[config.mk]
export PLATFORM = sky130hd
export DESIGN_NAME = pc_gen
export DESIGN_NICKNAME = d
export VERILOG_FILES = /design/src/rtl/pc_gen_pkg.sv /design/src/rtl/pc_redirect_buf.sv /design/src/rtl/pc_gen.sv
export SDC_FILE = /design/constraint.sdc
export NUM_CORES = 1
export LEC_CHECK = 0
export CELL_PAD_IN_SITES_DETAIL_PLACEMENT = 0
export CELL_PAD_IN_SITES_GLOBAL_PLACEMENT = 2
export CORE_MARGIN = 5
export CORE_UTILIZATION = 33
export CTS_BUF_LIST = sky130_fd_sc_hd__clkbuf_2
export CTS_CLUSTER_DIAMETER = 30
export DETAILED_ROUTE_END_ITERATION = 6
export HOLD_SLACK_MARGIN = 0.06
export PLACE_DENSITY = 0.79
export SYNTH_ARGS = -nofsm -noshare
export SYNTH_HDL_FRONTEND = slang
export SYNTH_SLANG_ARGS = --single-unit
[constraint.sdc]
create_clock -name clk_in -period 3.1 [get_ports clk_in]
set_input_delay 0.31 -clock clk_in [delete_from_list [all_inputs] [get_ports clk_in]]
set_output_delay 0.31 -clock clk_in [all_outputs]
set_load 0.02 [all_outputs]
[src/rtl/pc_gen_pkg.sv]
`default_nettype none
// ============================================================================
// Module      : pc_gen_pkg
// Description : Shared state encodings and constants for the program-counter
//               generator and its redirect buffer.
// Revision    : 1.0 - initial release
// ============================================================================
package pc_gen_pkg;

  // FSM state type; encodings kept as plain constants so older code that
  // compares raw 2-bit values keeps working.
  typedef logic [1:0] pc_state_t;

  localparam pc_state_t PC_BOOT  = 2'd0;
  localparam pc_state_t PC_RUN   = 2'd1;
  localparam pc_state_t PC_PEND  = 2'd2;
  localparam pc_state_t PC_FAULT = 2'd3;

  localparam logic [31:0] ZeroWord    = 32'h0000_0000;

  localparam logic        Stop        = 1'b1;
  localparam logic        NotStop     = 1'b0;

  localparam logic        ChipEnable  = 1'b1;
  localparam logic        ChipDisable = 1'b0;

endpackage : pc_gen_pkg
`default_nettype wire

[src/rtl/pc_redirect_buf.sv]
`default_nettype none
// ============================================================================
// Module      : pc_redirect_buf
// Description : Holds a redirect target that arrived while the PC was stalled
//               and owns the control-flow epoch counter.
//               load    : capture target, mark pending, advance epoch
//               bump    : advance epoch only (redirect applied directly)
//               consume : pending target has been moved into the PC
// Revision    : 1.0 - initial release
// ============================================================================
module pc_redirect_buf
  import pc_gen_pkg::*;
#(
  parameter int unsigned ADDR_WIDTH  = 32,
  parameter int unsigned EPOCH_WIDTH = 2
) (
  input  logic                   clk_in,
  input  logic                   rst_in,
  input  logic                   load_in,
  input  logic                   bump_in,
  input  logic                   consume_in,
  input  logic [ADDR_WIDTH-1:0]  target_in,
  output logic [ADDR_WIDTH-1:0]  pend_addr_out,
  output logic                   pend_valid_out,
  output logic [EPOCH_WIDTH-1:0] epoch_out
);

  logic [ADDR_WIDTH-1:0]  pend_q, pend_d;
  logic                   pend_valid_q, pend_valid_d;
  logic [EPOCH_WIDTH-1:0] epoch_q, epoch_d;

  // Next-state: a load overrides any earlier pending target (last one wins);
  // every load or bump advances the epoch exactly once, wrapping naturally.
  always_comb begin
    pend_d       = pend_q;
    pend_valid_d = pend_valid_q;
    epoch_d      = epoch_q;
    if (consume_in) begin
      pend_valid_d = 1'b0;
    end
    if (load_in) begin
      pend_d       = target_in;
      pend_valid_d = 1'b1;
    end
    if (load_in || bump_in) begin
      epoch_d = epoch_q + EPOCH_WIDTH'(1);
    end
  end

  // State registers with asynchronous active-low reset.
  always_ff @(posedge clk_in or negedge rst_in) begin
    if (!rst_in) begin
      pend_q       <= ADDR_WIDTH'(ZeroWord);
      pend_valid_q <= 1'b0;
      epoch_q      <= '0;
    end else begin
      pend_q       <= pend_d;
      pend_valid_q <= pend_valid_d;
      epoch_q      <= epoch_d;
    end
  end

  assign pend_addr_out  = pend_q;
  assign pend_valid_out = pend_valid_q;
  assign epoch_out      = epoch_q;

endmodule : pc_redirect_buf
`default_nettype wire

[src/rtl/pc_gen.sv]
`default_nettype none
// ============================================================================
// Module      : pc_gen
// Description : Program-counter generator feeding the IF stage over a
//               valid/ready handshake. Buffers redirects across stalls, tags
//               control flow with an epoch and traps misaligned targets.
// Revision    : 1.0 - initial release
// ============================================================================
module pc_gen
  import pc_gen_pkg::*;
#(
  parameter int unsigned            ADDR_WIDTH   = 32,
  parameter logic [ADDR_WIDTH-1:0]  RESET_VECTOR = ADDR_WIDTH'(32'h0000_0000),
  parameter int unsigned            INST_BYTES   = 4,
  parameter int unsigned            STALL_WIDTH  = 6,
  parameter int unsigned            EPOCH_WIDTH  = 2
) (
  input  logic                   clk_in,
  input  logic                   rst_in,
  input  logic                   rdy_in,
  input  logic [STALL_WIDTH-1:0] stall_in,
  input  logic                   redirect_valid_in,
  input  logic [ADDR_WIDTH-1:0]  redirect_addr_in,
  input  logic                   fetch_ready_in,
  output logic [ADDR_WIDTH-1:0]  pc_out,
  output logic                   pc_valid_out,
  output logic [EPOCH_WIDTH-1:0] epoch_out,
  output logic                   ce_out,
  output logic                   misalign_out
);

  // INST_BYTES is a power of two, so alignment is a low-bit mask test.
  localparam logic [ADDR_WIDTH-1:0] ALIGN_MASK = ADDR_WIDTH'(INST_BYTES - 1);
  localparam logic [ADDR_WIDTH-1:0] STEP       = ADDR_WIDTH'(INST_BYTES);

  pc_state_t             state_q, state_d;
  logic [ADDR_WIDTH-1:0] pc_q, pc_d;
  logic                  valid_q, valid_d;
  logic                  ce_q, ce_d;
  logic                  misalign_q, misalign_d;

  logic                  buf_load, buf_bump, buf_consume;
  logic [ADDR_WIDTH-1:0] pend_addr;
  logic                  pend_valid;
  logic                  stalled, aligned, acc;

  // Only bit 0 of the stall vector concerns the PC; the rest is folded into
  // a sink so the full vector stays on the port for the pipeline's benefit.
  logic unused_stall;
  assign unused_stall = ^stall_in;

  assign stalled = (stall_in[0] == Stop);
  assign aligned = (redirect_addr_in & ALIGN_MASK) == ADDR_WIDTH'(ZeroWord);
  assign acc     = valid_q & fetch_ready_in & ~stalled;

  pc_redirect_buf #(
    .ADDR_WIDTH  (ADDR_WIDTH),
    .EPOCH_WIDTH (EPOCH_WIDTH)
  ) u_redirect_buf (
    .clk_in         (clk_in),
    .rst_in         (rst_in),
    .load_in        (buf_load),
    .bump_in        (buf_bump),
    .consume_in     (buf_consume),
    .target_in      (redirect_addr_in),
    .pend_addr_out  (pend_addr),
    .pend_valid_out (pend_valid),
    .epoch_out      (epoch_out)
  );

  // Next-state logic; with rdy_in low nothing changes and redirects are
  // ignored, so every strobe into the buffer is also gated by rdy_in.
  always_comb begin
    state_d     = state_q;
    pc_d        = pc_q;
    valid_d     = valid_q;
    ce_d        = ce_q;
    misalign_d  = misalign_q;
    buf_load    = 1'b0;
    buf_bump    = 1'b0;
    buf_consume = 1'b0;

    if (rdy_in) begin
      case (state_q)
        // BOOT behaves as RUN for redirects; otherwise it just turns fetch on
        // at the reset vector without stepping.
        PC_BOOT, PC_RUN: begin
          ce_d = ChipEnable;
          if (redirect_valid_in && !aligned) begin
            pc_d       = redirect_addr_in;
            valid_d    = 1'b0;
            misalign_d = 1'b1;
            buf_bump   = 1'b1;
            state_d    = PC_FAULT;
          end else if (redirect_valid_in && !stalled) begin
            pc_d     = redirect_addr_in;
            valid_d  = 1'b1;
            buf_bump = 1'b1;
            state_d  = PC_RUN;
          end else if (redirect_valid_in) begin
            buf_load = 1'b1;
            valid_d  = 1'b0;
            state_d  = PC_PEND;
          end else if (state_q == PC_BOOT) begin
            valid_d = 1'b1;
            state_d = PC_RUN;
          end else if (acc) begin
            pc_d = pc_q + STEP;
          end
        end

        // Waiting for the stall to clear; newer redirects replace the target.
        PC_PEND: begin
          if (redirect_valid_in && !aligned) begin
            pc_d       = redirect_addr_in;
            valid_d    = 1'b0;
            misalign_d = 1'b1;
            buf_bump   = 1'b1;
            state_d    = PC_FAULT;
          end else if (redirect_valid_in) begin
            buf_load = 1'b1;
          end else if (!stalled && pend_valid) begin
            pc_d        = pend_addr;
            valid_d     = 1'b1;
            buf_consume = 1'b1;
            state_d     = PC_RUN;
          end
        end

        // Fetch is halted until software supplies an aligned target. A further
        // misaligned redirect replaces the reported bad address.
        PC_FAULT: begin
          valid_d    = 1'b0;
          misalign_d = 1'b1;
          if (redirect_valid_in && aligned) begin
            misalign_d = 1'b0;
            if (!stalled) begin
              pc_d     = redirect_addr_in;
              valid_d  = 1'b1;
              buf_bump = 1'b1;
              state_d  = PC_RUN;
            end else begin
              buf_load = 1'b1;
              state_d  = PC_PEND;
            end
          end else if (redirect_valid_in) begin
            pc_d     = redirect_addr_in;
            buf_bump = 1'b1;
          end
        end

        default: begin
          state_d = PC_BOOT;
        end
      endcase
    end
  end

  // Control and address registers with asynchronous active-low reset.
  always_ff @(posedge clk_in or negedge rst_in) begin
    if (!rst_in) begin
      state_q    <= PC_BOOT;
      pc_q       <= RESET_VECTOR;
      valid_q    <= 1'b0;
      ce_q       <= ChipDisable;
      misalign_q <= 1'b0;
    end else begin
      state_q    <= state_d;
      pc_q       <= pc_d;
      valid_q    <= valid_d;
      ce_q       <= ce_d;
      misalign_q <= misalign_d;
    end
  end

  assign pc_out       = pc_q;
  assign pc_valid_out = valid_q;
  assign ce_out       = ce_q;
  assign misalign_out = misalign_q;

endmodule : pc_gen
`default_nettype wire
==> flow_summary.json, run 1 <==
{
  "outcome": "completed",
  "wl_met3_um": 669,
  "drt_iter0_drc": 331,
  "via_per_inst": 5.700,
  "ir_drop_mv": 0.2677,
  "r2r_start": "pc_out[2]",
  "clockRootBuffer": "clkbuf_2",
  "r2r_slack_ns": 0.54,
  "syn_area_per_cell_sq_um": 9.381,
  "worstHoldStart": "redirect_addr_in[8]",
  "ant_nets": 0,
  "netlist_area_sq_um": 4165,
  "ys_seq_area_share_pct": 43.26,
  "cts_hold_buf": 1,
  "num_rows": 41,
  "path_cells": "ha_1 > nand3_2 > or4_1 > nor2_1 > a311oi_1 > o32a_1",
  "post_drt_wl_per_cell_um": 19.39,
  "cap_violations": 0,
  "layout_commonest_cell": "clkdlybuf4s50_1",
  "vias": 3916,
  "cts-htree-levels": 3,
  "routabilityCongestion": 0.7972,
  "critPathArrivalTime_ns": 3.02,
  "grt_first_pass_wirelength_mm": 21.30,
  "dp_hpwl_mm": 8.475,
  "hold_depth": 2,
  "post_cts_resized": 0,
  "layout.nets": 553,
  "setup_viol": 0,
  "r2r_end": "pc_out[22]",
  "grt_usage_pct": 18.30,
  "synth_edf_count": 0,
  "synth_nets": 488,
  "ys_ff_latch": 72,
  "critical_path_required_ns": 3.56,
  "async_flop_share_pct": 100.0,
  "synthCells": 444,
  "final_cell_area_sq_um": 5192,
  "cts_sinks": 72,
  "max_freq_ghz": 0.3911,
  "finClkSkew_ns": 0.01760,
  "clockBufferDepth": 2,
  "postCtsSetupBuffers": 0,
  "startpoint_type": "register",
  "tns_ns": 0,
  "worst_slack_ns": 0.5434,
  "met1_length_mm": 6.239,
  "grt_pass1_vias": 3937,
  "nFillCells": 1305,
  "wl_met2_mm": 6.221,
  "die_h_um": 122.3,
  "power_density_nw_per_um2": 751.9,
  "p_leak_uw": 0.002011,
  "ys_warn_count": 0,
  "preCtsSetupSlack_ns": 0.4501,
  "start_util_pct": 33.28,
  "p_total_uw": 3904,
  "io_buffers": 74,
  "route.detailed.drc": 0,
  "r2r_cells": 6,
  "tightest_slew_ns": 1.002,
  "holdCritPathClass": "input port to register",
  "antenna_found_initial": 1,
  "period_share_pct": 82.47,
  "final_core_util_pct": 41.48,
  "topRoutingLayerUsed": "met4",
  "slew_violations": 0,
  "io_pins": 80,
  "critPathMaxFanout": 8,
  "cp-end-kind": "register",
  "final_cell_mix": "clkdlybuf4s50_1, dfrtp_1, nor2_1, nand2_1, mux2_2",
  "die_w_um": 122.3,
  "cts_buffers": 9,
  "grt_max_degree": 73,
  "path_class": "register to register",
  "finalHoldViolCount": 0,
  "clkTransAtPathRegs_ns": 0.21,
  "place_area_sq_um": 5104,
  "area_growth_pct": 24.66,
  "wirelength_mm": 13.32,
  "holdPathEnd": "u_redirect_buf.pend_addr_out[8]",
  "synth_ff_type": "dfrtp_1",
  "rsz0062_at_grt": "false",
  "cp_slowest_cell": "or4_1",
  "coreArea_sq_um": 12520,
  "worstSkewPairLatency_ns": 0.55,
  "die-area_sq_um": 14970,
  "gr-total-overflow": 0,
  "drt_first_pass_iters": 5,
  "critPathMaxStageDelay_ns": 0.74,
  "drive_gt1_share_pct": 13.62,
  "maxSlewHeadroom_pct": 33.17,
  "synth.distinct_cells": 54,
  "fin_crit_ns": 2.557,
  "cts_tree": "built"
}
## kinds of logic after synthesis
group	synth area share, %
buffers and inverters	4.296
adders and majority gates	0.3003
muxes	8.381
AOI/OAI and AO/OA	26.13
xor gates and xnor gates	1.051
DFF	43.26
and+or+nand+nor	16.58
## per-layer routing
| layer | up-vias | GRT usage (%) |
|---|---|---|
| met5 | - | 0 |
| met4 | 0 | 7.068 |
| met3 | 15 | 3.410 |
| met2 | 103 | 29.27 |
| met1 | 1965 | 24.58 |
| li1 | 1833 | - |
## worst max-delay path: cells and delay by family (launching register included)
kind,cells,cell delay (ns)
adders and majority gates,1,0.27
and+or+nand+nor,3,1.21
AOI/OAI and AO/OA,2,0.45
DFF,1,0.53
## flip-flops by register name, indices dropped and copies added (netlist names)
signal                         cells
u_redirect_buf.pend_valid_out      1
u_redirect_buf.epoch_out           2
ce_out                             1
state_q                            2
pc_out                            32
pc_valid_out                       1
misalign_out                       1
u_redirect_buf.pend_addr_out      32
## layout make-up
| class | count | area, sq um | area share [%] |
|---|---|---|---|
| Clock buffer | 10 | 50.05 | 0.9639 |
| Sequential cell | 72 | 1802 | 34.70 |
| Timing Repair Buffer | 90 | 873.3 | 16.82 |
| Inverter | 7 | 26.28 | 0.5060 |
| Tap cell | 172 | 215.2 | 4.145 |
| Clock inverter | 6 | 26.28 | 0.5060 |
| Multi-Input combinational cell | 329 | 2197 | 42.31 |
| Antenna cell | 1 | 2.502 | 0.04819 |
## Yosys cell counts (3+ instances only)
cell type / n / area [sq um]
buf_2: 10 / 50.05
nor4_1: 3 / 18.77
a31oi_1: 24 / 150.1
o22a_1: 12 / 105.1
nand2b_1: 4 / 25.02
a21o_1: 4 / 30.03
a311oi_1: 5 / 43.79
and2_1: 4 / 25.02
a22oi_1: 22 / 165.2
clkbuf_1: 20 / 75.07
and3_1: 6 / 37.54
mux2_2: 31 / 349.1
dfrtp_1: 72 / 1802
o21a_1: 8 / 60.06
nor3b_1: 3 / 22.52
a21oi_1: 20 / 100.1
o31ai_1: 5 / 37.54
xnor2_1: 4 / 35.03
nor2b_1: 4 / 25.02
buf_1: 4 / 15.01
o311ai_0: 5 / 43.79
nand4_1: 9 / 56.30
a222oi_1: 3 / 30.03
a21boi_0: 3 / 22.52
a221oi_1: 5 / 43.79
inv_1: 7 / 26.28
nand3_1: 18 / 90.09
nor2_1: 39 / 146.4
or4_1: 3 / 22.52
nand2_1: 32 / 120.1
nor3_1: 7 / 35.03
o21ai_0: 16 / 80.08
a22o_1: 3 / 26.28
o211ai_1: 3 / 22.52
## where the power goes
group | internal [uW] | switching, uW | leakage, uW | total [uW]
combinational | 857 | 931 | 0.00110 | 1790
clock | 97.2 | 366 | 0.0000580 | 463
sequential | 1260 | 390 | 0.000858 | 1650
total | 2220 | 1690 | 0.00201 | 3900
## worst max-delay path by stage
| stage | cells past startpoint | slack, ns | from | end |
|---|---|---|---|---|
| 3_3_place_gp | 7 | 0.45 | redirect_valid_in | pc_out[16] |
| 4_1_cts | 6 | 0.55 | pc_out[2] | pc_out[22] |
| 2_1_floorplan | 7 | 0.80 | pc_out[2] | pc_out[26] |
| 6_report | 6 | 0.54 | pc_out[2] | pc_out[22] |
| 5_1_grt | 6 | 0.40 | pc_out[2] | pc_out[22] |
| 3_5_place_dp | 7 | 0.45 | redirect_valid_in | pc_out[16] |
## per-stage QoR
stage	hold WS, ns	instances
after floorplan	0.01441	444
after global placement	0.4399	669
after detailed placement	0.4469	669
after CTS	0.3410	686
after global routing	0.3702	687
final	0.3852	687
(Power assumes the default switching activity.)
==> run 2: changes to the inputs <==
Clock period 3.1 ns to 2.4 ns, I/O delays scaled along.
==> flow_summary.json, run 2 (same netlist as run 1, synthesis figures left out) <==
{
  "p_total_uw": 5148,
  "setup_viol": 0,
  "num_rows": 41,
  "die_w_um": 122.3,
  "cts-htree-levels": 3,
  "grt_pass1_vias": 3920,
  "io_buffers": 74,
  "startpoint_type": "register",
  "clockRootBuffer": "clkbuf_2",
  "holdCritPathClass": "input port to asynchronous set/reset pin",
  "grt_first_pass_wirelength_mm": 21.15,
  "critPathMaxStageDelay_ns": 0.70,
  "maxSlewHeadroom_pct": 61.64,
  "n_antenna_cell": 0,
  "cap_violations": 0,
  "layout_commonest_cell": "clkdlybuf4s50_1",
  "fin_crit_ns": 2.251,
  "r2r_start": "pc_out[2]",
  "topRoutingLayerUsed": "met4",
  "ant_nets": 0,
  "layout.nets": 575,
  "path_class": "register to register",
  "finalHoldViolCount": 0,
  "grt_usage_pct": 18.16,
  "post_drt_wl_per_cell_um": 18.82,
  "post_cts_resized": 0,
  "crit_buf_inv": 0,
  "instances_no_fill": 706,
  "p_leak_uw": 0.002139,
  "final_core_util_pct": 43.30,
  "period_share_pct": 93.81,
  "vias": 4002,
  "drt_first_pass_iters": 5,
  "drive_gt1_share_pct": 16.85,
  "wl_met2_mm": 6.272,
  "die_h_um": 122.3,
  "area_growth_pct": 30.13,
  "seq_area_sq_um": 1802,
  "cts_sinks": 72,
  "finClkSkew_ns": 0.02169,
  "multiInputGateArea_sq_um": 2197,
  "cts_buffers": 9,
  "via_per_inst": 5.669,
  "critPathMaxFanout": 8,
  "antenna_found_initial": 0,
  "coreArea_sq_um": 12520,
  "max_freq_ghz": 0.4442,
  "clkTransAtPathRegs_ns": 0.18,
  "cp-end-kind": "register",
  "cts_tree": "built",
  "die-area_sq_um": 14970,
  "critPathArrivalTime_ns": 2.74,
  "cpMostUsedCell": "or4_1",
  "nFillCells": 1275,
  "clockBufferDepth": 2,
  "gr-total-overflow": 0,
  "crit_family": "simple AND/OR/NAND/NOR gates",
  "outcome": "completed",
  "path_cells": "ha_1 > nand3_2 > or4_1 > or4_1 > nand3_1 > o2bb2ai_1",
  "slew_violations": 0,
  "wl_met3_um": 584,
  "route.detailed.drc": 0,
  "start_util_pct": 33.28,
  "crit_start": "pc_out[2]",
  "power_density_nw_per_um2": 949.7,
  "dp_hpwl_mm": 8.779,
  "rsz0062_at_grt": "false",
  "worstSkewPairLatency_ns": 0.55,
  "io_pins": 80,
  "tightest_slew_ns": 0.5710,
  "grt_max_degree": 51,
  "critical_path_required_ns": 2.88,
  "drt_iter0_drc": 241,
  "final_cell_mix": "clkdlybuf4s50_1, dfrtp_1, nor2_1, nand2_1",
  "cp_slowest_cell": "or4_1",
  "tns_ns": 0,
  "wirelength_mm": 13.28,
  "met1_length_mm": 6.186,
  "routabilityCongestion": 0.8194,
  "ir_drop_mv": 0.4061,
  "dp_cells": 691
}
==> run 2: changes by cell type in the layout (fill, tap and decap cells not counted), sizes merged <==
cell / change
clkbuf: +1
buf: +22
diode: -1
clkinv: -3
==> run 2: power by group <==
part           leakage [uW]  switching (uW)  internal (uW)
clock             0.0000504             424            124
combinational       0.00123            1320           1250
sequential         0.000858             404           1630
==> run 2: final timing paths <==
check,slack (ns),to,cells past startpoint
worst min-delay path,0.16,u_redirect_buf.pend_addr_out[27],2
worst max register to register,0.15,pc_out[24],6
worst min register to register,0.49,u_redirect_buf.epoch_out[1],1
worst max-delay path,0.15,pc_out[24],6
max in group asynchronous,1.65,pc_out[19],3
min in group clk_in,0.32,u_redirect_buf.pend_addr_out[9],2
==> run 2: worst reg2reg max path, delay by kind of cell (launching register included) <==
kind,cells,cell delay (ns)
and+or+nand+nor,4,1.47
DFF,1,0.39
adders and majority gates,1,0.23
AOI/OAI and AO/OA,1,0.11
==> run 2: what timing repair did <==
item	CTS	global route
hold buffers	1	0
setup endpoints to repair	0	0
hold endpoints to repair	72	0
buffers inserted	0	0
==> run 2: final cells by class <==
type                       count  share of cell area (%)
clock buffer                  11                   1.016
clock inverter                 3                  0.2078
inverter                       7                  0.4848
multi-input combinational    329                   40.54
sequential                    72                   33.24
tap                          172                   3.970
timing repair buffer         112                   20.54
==> run 2: routing by layer <==
metal / track usage [%] / vias up
met5: 0 / -
met4: 7.698 / 0
met3: 3.502 / 15
met2: 28.82 / 87
met1: 24.24 / 2023
li1: - / 1877
==> run 2: per-stage QoR <==
| step | area [sq um] | hold slack (ns) | worst slack (ns) |
|---|---|---|---|
| floorplan | 4165 | -0.05559 | 0.1002 |
| global placement | 5344 | 0.2292 | 0.1484 |
| detailed placement | 5344 | 0.2316 | 0.1301 |
| CTS | 5420 | 0.1182 | 0.1347 |
| global route | 5420 | 0.1536 | 0.03502 |
| finish | 5420 | 0.1599 | 0.1485 |
==> run 3: changes to the inputs <==
Settings changed: CORE_MARGIN 5 to 2.
==> flow_summary.json, run 3 (same netlist as run 1, synthesis figures left out) <==
{
  "cts_buffers": 9,
  "grt_max_degree": 52,
  "place_area_sq_um": 5331,
  "drive_gt1_share_pct": 17.84,
  "drt_first_pass_iters": 5,
  "path_class": "register to register",
  "cp-end-kind": "register",
  "io_pins": 80,
  "tightest_slew_ns": 0.5792,
  "ant_nets": 0,
  "tns_ns": 0,
  "maxSlewHeadroom_pct": 61.39,
  "via_per_inst": 5.563,
  "finClkSkew_ns": 0.01871,
  "post_drt_wl_per_cell_um": 17.99,
  "fin_crit_ns": 2.246,
  "area_growth_pct": 31.45,
  "die_w_um": 116.3,
  "cap_violations": 0,
  "num_rows": 41,
  "power_density_nw_per_um2": 981.4,
  "ir_drop_mv": 0.4224,
  "setup_viol": 0,
  "route.detailed.drc": 0,
  "clkTransAtPathRegs_ns": 0.22,
  "cpMostUsedCell": "or4_1",
  "multiInputGateArea_sq_um": 2197,
  "drt_iter0_drc": 247,
  "r2r_end": "pc_out[26]",
  "cts-htree-levels": 3,
  "io_buffers": 74,
  "critical_path_required_ns": 2.91,
  "wirelength_mm": 12.78,
  "final_cell_mix": "clkdlybuf4s50_1, dfrtp_1, nor2_1, buf_4, nand2_1",
  "period_share_pct": 93.57,
  "finalHoldViolCount": 0,
  "rsz0062_at_grt": "false",
  "layout_commonest_cell": "clkdlybuf4s50_1",
  "antenna_found_initial": 0,
  "start_util_pct": 33.41,
  "r2r_start": "pc_out[2]",
  "final_cell_area_sq_um": 5475,
  "cts_tree": "built",
  "max_freq_ghz": 0.4453,
  "r2r_cells": 6,
  "startpoint_type": "register",
  "nFillCells": 1258,
  "gr-total-overflow": 0,
  "crit_path_end": "pc_out[26]",
  "seq_area_sq_um": 1802,
  "vias": 3950,
  "r2r_slack_ns": 0.15,
  "grt_usage_pct": 20.22,
  "routabilityCongestion": 0.8300,
  "holdCritPathClass": "input port to asynchronous set/reset pin",
  "clockRootBuffer": "clkbuf_2",
  "cp_slowest_cell": "or4_1",
  "n_antenna_cell": 0,
  "layout.nets": 577,
  "grt_pass1_vias": 3918,
  "outcome": "completed",
  "slew_violations": 0,
  "coreArea_sq_um": 12470,
  "critPathMaxStageDelay_ns": 0.67,
  "critPathArrivalTime_ns": 2.76,
  "cts_sinks": 72,
  "post_cts_resized": 0,
  "p_leak_uw": 0.002163,
  "path_cells": "ha_1 > nand3_2 > or4_1 > or4_1 > nand3_1 > o2bb2ai_1",
  "grt_first_pass_wirelength_mm": 20.97,
  "worstSkewPairLatency_ns": 0.56,
  "die_h_um": 116.3,
  "dp_hpwl_mm": 8.782,
  "crit_start": "pc_out[2]",
  "clockBufferDepth": 2,
  "die-area_sq_um": 13540,
  "critPathMaxFanout": 6
}
-- run 3: cell count changes in the layout (fill, tap and decap cells not counted) --
| cell | delta |
|---|---|
| buf_12 | -2 |
| buf_2 | +1 |
| buf_4 | +3 |
| bufinv_16 | +2 |
| clkbuf_2 | -1 |
| clkinv_1 | -2 |
| clkinv_2 | +1 |
| clkinvlp_4 | +2 |
-- run 3: final cells by class --
cell class	count	share of cell area, %
clock buffer	10	0.9141
tap	172	3.931
sequential	72	32.91
clock inverter	6	1.531
multi-input combinational	329	40.13
timing repair buffer	114	20.11
inverter	7	0.4799
-- run 3: routing by layer --
layer	wire (um)	GRT usage (%)	up-vias	part of all wire, %
met2	5873	32.13	97	46
met4	191	7.222	0	1.5
met5	0	0	-	0
met1	6159	28.14	1956	48
met3	551	3.062	13	4.3
li1	-	-	1884	-
-- run 3: worst min path at each step --
stage / start / endpoint / slack [ns] / cells past startpoint
finish: rst_in / pc_valid_out / 0.16 / 2
global placement: rst_in / state_q[1] / 0.27 / 1
global route: rst_in / pc_out[4] / 0.18 / 2
detailed placement: rst_in / state_q[1] / 0.27 / 1
floorplan: rst_in / ce_out / -0.06 / 0
CTS: rst_in / state_q[1] / 0.15 / 2
-- run 3: repair_timing --
item | in CTS | in global routing
hold buffers | 1 | 0
setup buffers | 0 | 0
endpoints found under the hold margin | 22 | 0
-- run 3: where the power goes --
part	internal [uW]	leakage (uW)	switching [uW]
sequential	1630	0.000858	443
clock	343	0.0000756	470
combinational	1230	0.00123	1260
-- run 3: per-stage QoR --
step	util, %	hold slack [ns]	std cells	total power, uW	setup slack [ns]
floorplan	-	-0.05559	444	3400	0.1002
global placement	42.77	0.2735	693	4551	0.08903
detailed placement	42.77	0.2747	693	4594	0.08088
CTS	43.92	0.1516	710	5427	0.1350
global route	43.92	0.1782	710	5754	0.01345
finish	43.92	0.1646	710	5373	0.1544
-- run 3: worst max-delay path: cells and delay by family, from the launching register on --
kind | cells | cell delay [ns]
flops | 1 | 0.39
simple gates | 4 | 1.46
fa+ha+maj | 1 | 0.23
compound gates | 1 | 0.12
